File: src/rtl/conv_result_reader.sv
// Starts the convolution engine, snapshots its packed result frame, then streams the
// frame out one pixel per valid/ready transfer, pixel 0 first, with last/done markers.
module conv_result_reader #(
    parameter int result_width  = 3,
    parameter int result_height = 3,
    parameter int bitwidth      = 7,
    parameter int timeout       = 64
) (
    input  logic                                            clk_en,
    input  logic                                            rst_n,
    input  logic                                            start,
    output logic                                            conv_en,
    input  logic                                            conv_fin,
    input  logic [result_width*result_height*bitwidth-1:0]  result,
    output logic [bitwidth-1:0]                             pix_data,
    output logic                                            pix_valid,
    input  logic                                            pix_ready,
    output logic                                            pix_last,
    output logic                                            busy,
    output logic                                            done,
    output logic                                            timeout_err
);
    localparam int N  = result_width * result_height;
    localparam int FW = N * bitwidth;
    localparam int KW = (N > 1) ? $clog2(N) : 1;
    localparam int TW = $clog2(timeout);
    localparam logic [KW-1:0] K_LAST = KW'(N - 1);
    localparam logic [TW-1:0] T_LAST = TW'(timeout - 1);

    localparam logic [1:0] S_IDLE   = 2'd0;
    localparam logic [1:0] S_RUN    = 2'd1;
    localparam logic [1:0] S_STREAM = 2'd2;

    logic [1:0]          r_state;
    logic [FW-1:0]       r_shadow;
    logic [KW-1:0]       r_k;
    logic [TW-1:0]       r_timer;
    logic                r_conv_en;
    logic                r_pix_valid;
    logic                r_pix_last;
    logic                r_done;
    logic                r_timeout_err;
    logic [bitwidth-1:0] r_pix_data;

    logic [bitwidth-1:0] w_pix [N];
    logic [bitwidth-1:0] w_first_pix;
    logic [KW-1:0]       w_k_inc;
    logic                w_xfer;

    // Pixel 0 sits in the most significant slot of the packed frame.
    for (genvar gi = 0; gi < N; gi++) begin : g_pix
        assign w_pix[gi] = r_shadow[(N-gi)*bitwidth-1 -: bitwidth];
    end

    assign w_first_pix = result[FW-1 -: bitwidth];
    assign w_k_inc     = r_k + 1'b1;
    assign w_xfer      = r_pix_valid & pix_ready;

    always_ff @(posedge clk_en or negedge rst_n) begin
        if (!rst_n) begin
            r_state       <= S_IDLE;
            r_shadow      <= '0;
            r_k           <= '0;
            r_timer       <= '0;
            r_conv_en     <= 1'b0;
            r_pix_valid   <= 1'b0;
            r_pix_last    <= 1'b0;
            r_pix_data    <= '0;
            r_done        <= 1'b0;
            r_timeout_err <= 1'b0;
        end else begin
            r_done <= 1'b0;
            case (r_state)
                S_IDLE: begin
                    if (start) begin
                        r_state       <= S_RUN;
                        r_conv_en     <= 1'b1;
                        r_timer       <= '0;
                        r_timeout_err <= 1'b0;
                    end
                end
                S_RUN: begin
                    // A result arriving on the expiry cycle still counts as success.
                    if (conv_fin) begin
                        r_state     <= S_STREAM;
                        r_shadow    <= result;
                        r_k         <= '0;
                        r_conv_en   <= 1'b0;
                        r_pix_valid <= 1'b1;
                        r_pix_data  <= w_first_pix;
                        r_pix_last  <= (N == 1);
                    end else if (r_timer == T_LAST) begin
                        r_state       <= S_IDLE;
                        r_conv_en     <= 1'b0;
                        r_timeout_err <= 1'b1;
                    end else begin
                        r_timer <= r_timer + 1'b1;
                    end
                end
                S_STREAM: begin
                    if (w_xfer) begin
                        if (r_k == K_LAST) begin
                            r_state     <= S_IDLE;
                            r_k         <= '0;
                            r_pix_valid <= 1'b0;
                            r_pix_last  <= 1'b0;
                            r_pix_data  <= '0;
                            r_done      <= 1'b1;
                        end else begin
                            r_k        <= w_k_inc;
                            r_pix_data <= w_pix[w_k_inc];
                            r_pix_last <= (w_k_inc == K_LAST);
                        end
                    end
                end
                default: r_state <= S_IDLE;
            endcase
        end
    end

    assign conv_en     = r_conv_en;
    assign pix_data    = r_pix_data;
    assign pix_valid   = r_pix_valid;
    assign pix_last    = r_pix_last;
    assign busy        = (r_state != S_IDLE);
    assign done        = r_done;
    assign timeout_err = r_timeout_err;

endmodule

File: config.mk
export PLATFORM = sky130hd
export DESIGN_NAME = conv_result_reader
export DESIGN_NICKNAME = d
export VERILOG_FILES = /design/src/rtl/conv_result_reader.sv
export SDC_FILE = /design/constraint.sdc
export NUM_CORES = 1
export LEC_CHECK = 0
export ABC_CLOCK_PERIOD_IN_PS = 4000
export CORE_MARGIN = 4
export CORE_UTILIZATION = 56
export DETAILED_ROUTE_END_ITERATION = 12
export GPL_ROUTABILITY_DRIVEN = 0
export PLACE_DENSITY = 0.95
export RECOVER_POWER = 50
export SLEW_MARGIN = 5
export SYNTH_ARGS = -nofsm -noshare
export SYNTH_HDL_FRONTEND = slang
export SYNTH_SLANG_ARGS = --single-unit
File: constraint.sdc
create_clock -name clk_en -period 4 [get_ports clk_en]
set_input_delay 1 -clock clk_en [delete_from_list [all_inputs] [get_ports clk_en]]
set_output_delay 1 -clock clk_en [all_outputs]
set_load 0.05 [all_outputs]
==> summary.md <==
| Metric | Value |
|---|---|
| Via count of the first global-routing pass | 3,022 |
| Number of gates resized after cts | 0 |
| Maximum clock insertion buffer count | 2 |
| Proportion of layout cells with a drive suffix above 1 | 0.2602 |
| Startpoint class of the critical path | register |
| Hold Path Class | register to register |
| TritonCTS clock tree | built |
| Most used standard cell by instance count after synthesis | sky130_fd_sc_hd__dfrtp_1 |
| Antenna violations before repair | 0 |
| Post-synth EDFFs | 0 |
| Number of cells on the worst reg-to-reg path | 6 |
| Worst clock skew | 0.009456 ns |
| Core region area | 0.007331 sq mm |
| Final net count | 459 |
| Number of library cell types mapped by synthesis | 45 |
| Worst hold margin | 0.5009 ns |
| Number of sinks handled by clock tree synthesis | 87 |
| Footprint of the flip-flops and latches | 0.002177 sq mm |
| Aggregate global-route resource usage | 0.2121 |
| Synth top area cells | sky130_fd_sc_hd__dfrtp_1 (51%), sky130_fd_sc_hd__mux2_2 (17%), sky130_fd_sc_hd__mux4_2 (4.8%) |
| Count of nets left with antenna violations after detail routing | 0 |
| Total setup buffers inserted after CTS | 0 |
| Maximum clock frequency | 0.3275 GHz |
| Count of yosys warnings during synthesis | 0 |
| Insertion delay of the later-clocked pin in the worst-skew pair | 0.35 ns |
| Number of buffers inserted for hold repair after clock tree synthesis | 0 |
| HPWL after DPL | 6414 um |
| Unrepaired setup endpoints after global routing | false |
| Share of the synthesized area in the top cell type | 0.5121 |
| Library cell occupying the most area in the post-synthesis netlist | sky130_fd_sc_hd__dfrtp_1 |
| WL per Instance | 18.59 um |
| # rows | 31 |
| Data required, critical path | 3.00 ns |
| Critical path endpoint category | output port |
| DRC errors left | 0 |
| Leakage power | 0.002415 uW |
| Syn nets | 385 |
| Slew @ Worst Pin | 2.110 ns |
| IO Pins | 81 |
| Diode insertion count for antenna repair | 0 |
| Max-Cap Viols | 1 |
| Area growth syn-to-layout | 24.07% |
| Clock Pin Slew Worst Setup and Hold Paths | 0.08 ns |
| Sequential share of the synthesized area | 0.5121 |
| Number of detailed-route iterations in the first pass | 4 |
| Power density normalized to cell area | 335.8 mW/mm^2 |
| Violated checks | max-capacitance violations, max-slew violations |
| Total non-filler cell area in the finished layout | 0.005275 sq mm |
| Number of buffers added on ports | 80 |
| Total power consumption of the routed design | 1771 uW |
| H-tree level count | 3 |
| Effective utilization at floorplan | 0.5800 |
| Multi-input logic area | 0.001903 sq mm |
| Final routed wirelength across all metal layers | 9128 um |
| First element of the critical path | r_state[0]$_DFFE_PN0P_ |
| Total of flip-flops plus latches after synthesis | 87 |
| Via count of the routed design | 2,914 |
| Worst R2R End | pix_data[2]$_DFFE_PN0P_ |
| Fill count | 486 |
| Die width | 95.13 um |
| Maximum number of pins on one net before global-route repair | 88 |
| Launch point of the worst reg-to-reg path | r_k[0]$_DFFE_PN0P_ |
| Final-report max-slew violation count | 88 |
| Minimum clock period after layout | 3.054 ns |
| Syn Area/Cell | 13.58 sq um |
| Post-synth ARST share | 1.000 |
| Final setup violating endpoints | 0 |
| Vias per inst | 5.935 |
| Worst setup path class | register to output port |
| Inserted Clock Buffers | 9 |
| Commonest cells in the synthesized netlist | sky130_fd_sc_hd__dfrtp_1 (87), sky130_fd_sc_hd__mux2_2 (64), sky130_fd_sc_hd__nand3_1 (20) |
| Data arrival at the endpoint of the critical path | 2.05 ns |
| CTS root buf | sky130_fd_sc_hd__clkbuf_8 |
| Max FO, Critical Path | 16 |
| Launch point of the worst hold path | pix_last$_DFFE_PN0P_ |
| Overall die height | 95.13 um |
| Fin. Hold Viols | 0 |
| Outcome | finished with violations |
| Die area | 0.009050 sq mm |
| Mapped cell area | 0.004252 sq mm |
| Setup_tns | 0 ns |
| Final critical-path share of the clock period | 0.7634 |
| Flip-flop cell with the highest count after synthesis | sky130_fd_sc_hd__dfrtp_1 |
| Total congestion overflow | 0 |
| Number of DRC markers after the initial detailed-route iteration | 240 |
| Relative max-transition margin | -0.4067 |
| Maximum vdd drop | 0.1691 mV |
| Post-Syn Instances | 313 |
| Wire length of the first global-routing pass | 14,510 um |
| Setup slack of the worst register-to-register path | 1.35 ns |
| Total placed instance area | 0.005069 sq mm |
| Setup crit end | busy |
## worst min path at each step
stage,end,slack (ns),cells past startpoint
floorplan,r_shadow[28]$_DFFE_PN0P_,0.47,1
global placement,pix_last$_DFFE_PN0P_,0.48,2
detailed placement,r_shadow[25]$_DFFE_PN0P_,0.49,1
CTS,pix_last$_DFFE_PN0P_,0.51,2
global route,r_shadow[8]$_DFFE_PN0P_,0.52,1
finish,pix_last$_DFFE_PN0P_,0.50,2
## state kept, by name (all words and copies together), names as in the netlist
signal	cells
r_shadow	63
pix_data	7
r_timer	6
r_k	4
r_state	2
conv_en	1
done	1
pix_last	1
pix_valid	1
timeout_err	1
## cells in the final DEF (no fill, tap or decap), drive strengths merged, types with 6 or more instances in the layout
cell / instances
dfrtp: 87
clkdlybuf4s50: 77
mux2: 64
nand3: 20
nor2: 14
mux4: 14
nand2: 11
clkbuf: 10
a31oi: 8
inv: 7
o21a: 7
a41oi: 7
a21oi: 6
o21ai: 6
## stage by stage
stage,std cells,setup slack (ns),util
after floorplan,313,1.853,-
after global placement,475,1.302,0.6914
after detailed placement,475,1.194,0.6914
after CTS,491,0.9314,0.7216
after global routing,491,0.7888,0.7196
final,491,0.9464,0.7196
## cell families (layout without fill, tap and decap cells)
family,Yosys count,in the layout,synth area share
fa+ha+maj,4,4,0.01177
flops,87,87,0.5121
xor+xnor,4,4,0.008242
buf+inv,26,105,0.03737
compound gates,48,48,0.09153
mux,81,81,0.2551
simple gates,63,63,0.08388
## layout make-up
type,count,share of cell area
timing repair buffer,82,0.1561
clock buffer,9,0.02348
tap,99,0.02348
multi-input combinational,200,0.3608
clock inverter,7,0.01850
inverter,7,0.004981
sequential,87,0.4127
## layer usage
layer | GRT usage | part of all wire | vias to the layer above
met1 | 0.2647 | 0.39 | 1448
met5 | 0 | 0 | -
li1 | - | - | 1332
met2 | 0.3603 | 0.54 | 108
met3 | 0.03473 | 0.040 | 26
met4 | 0.09976 | 0.026 | 0
## critical path: stages (launching register included)
cell and delay (ns):
sky130_fd_sc_hd__dfrtp_1 0.67, sky130_fd_sc_hd__nor2_1 0.16, sky130_fd_sc_hd__inv_1 0.08, sky130_fd_sc_hd__clkdlybuf4s50_1 0.79
## power breakdown
| part | total (uW) | internal (uW) | switching [uW] | leakage (uW) |
|---|---|---|---|---|
| registers | 908 | 891 | 17.0 | 0.00119 |
| logic | 197 | 101 | 96.0 | 0.00112 |
| clock network | 667 | 352 | 314 | 0.000105 |
Power figures use the tool's default switching activity.
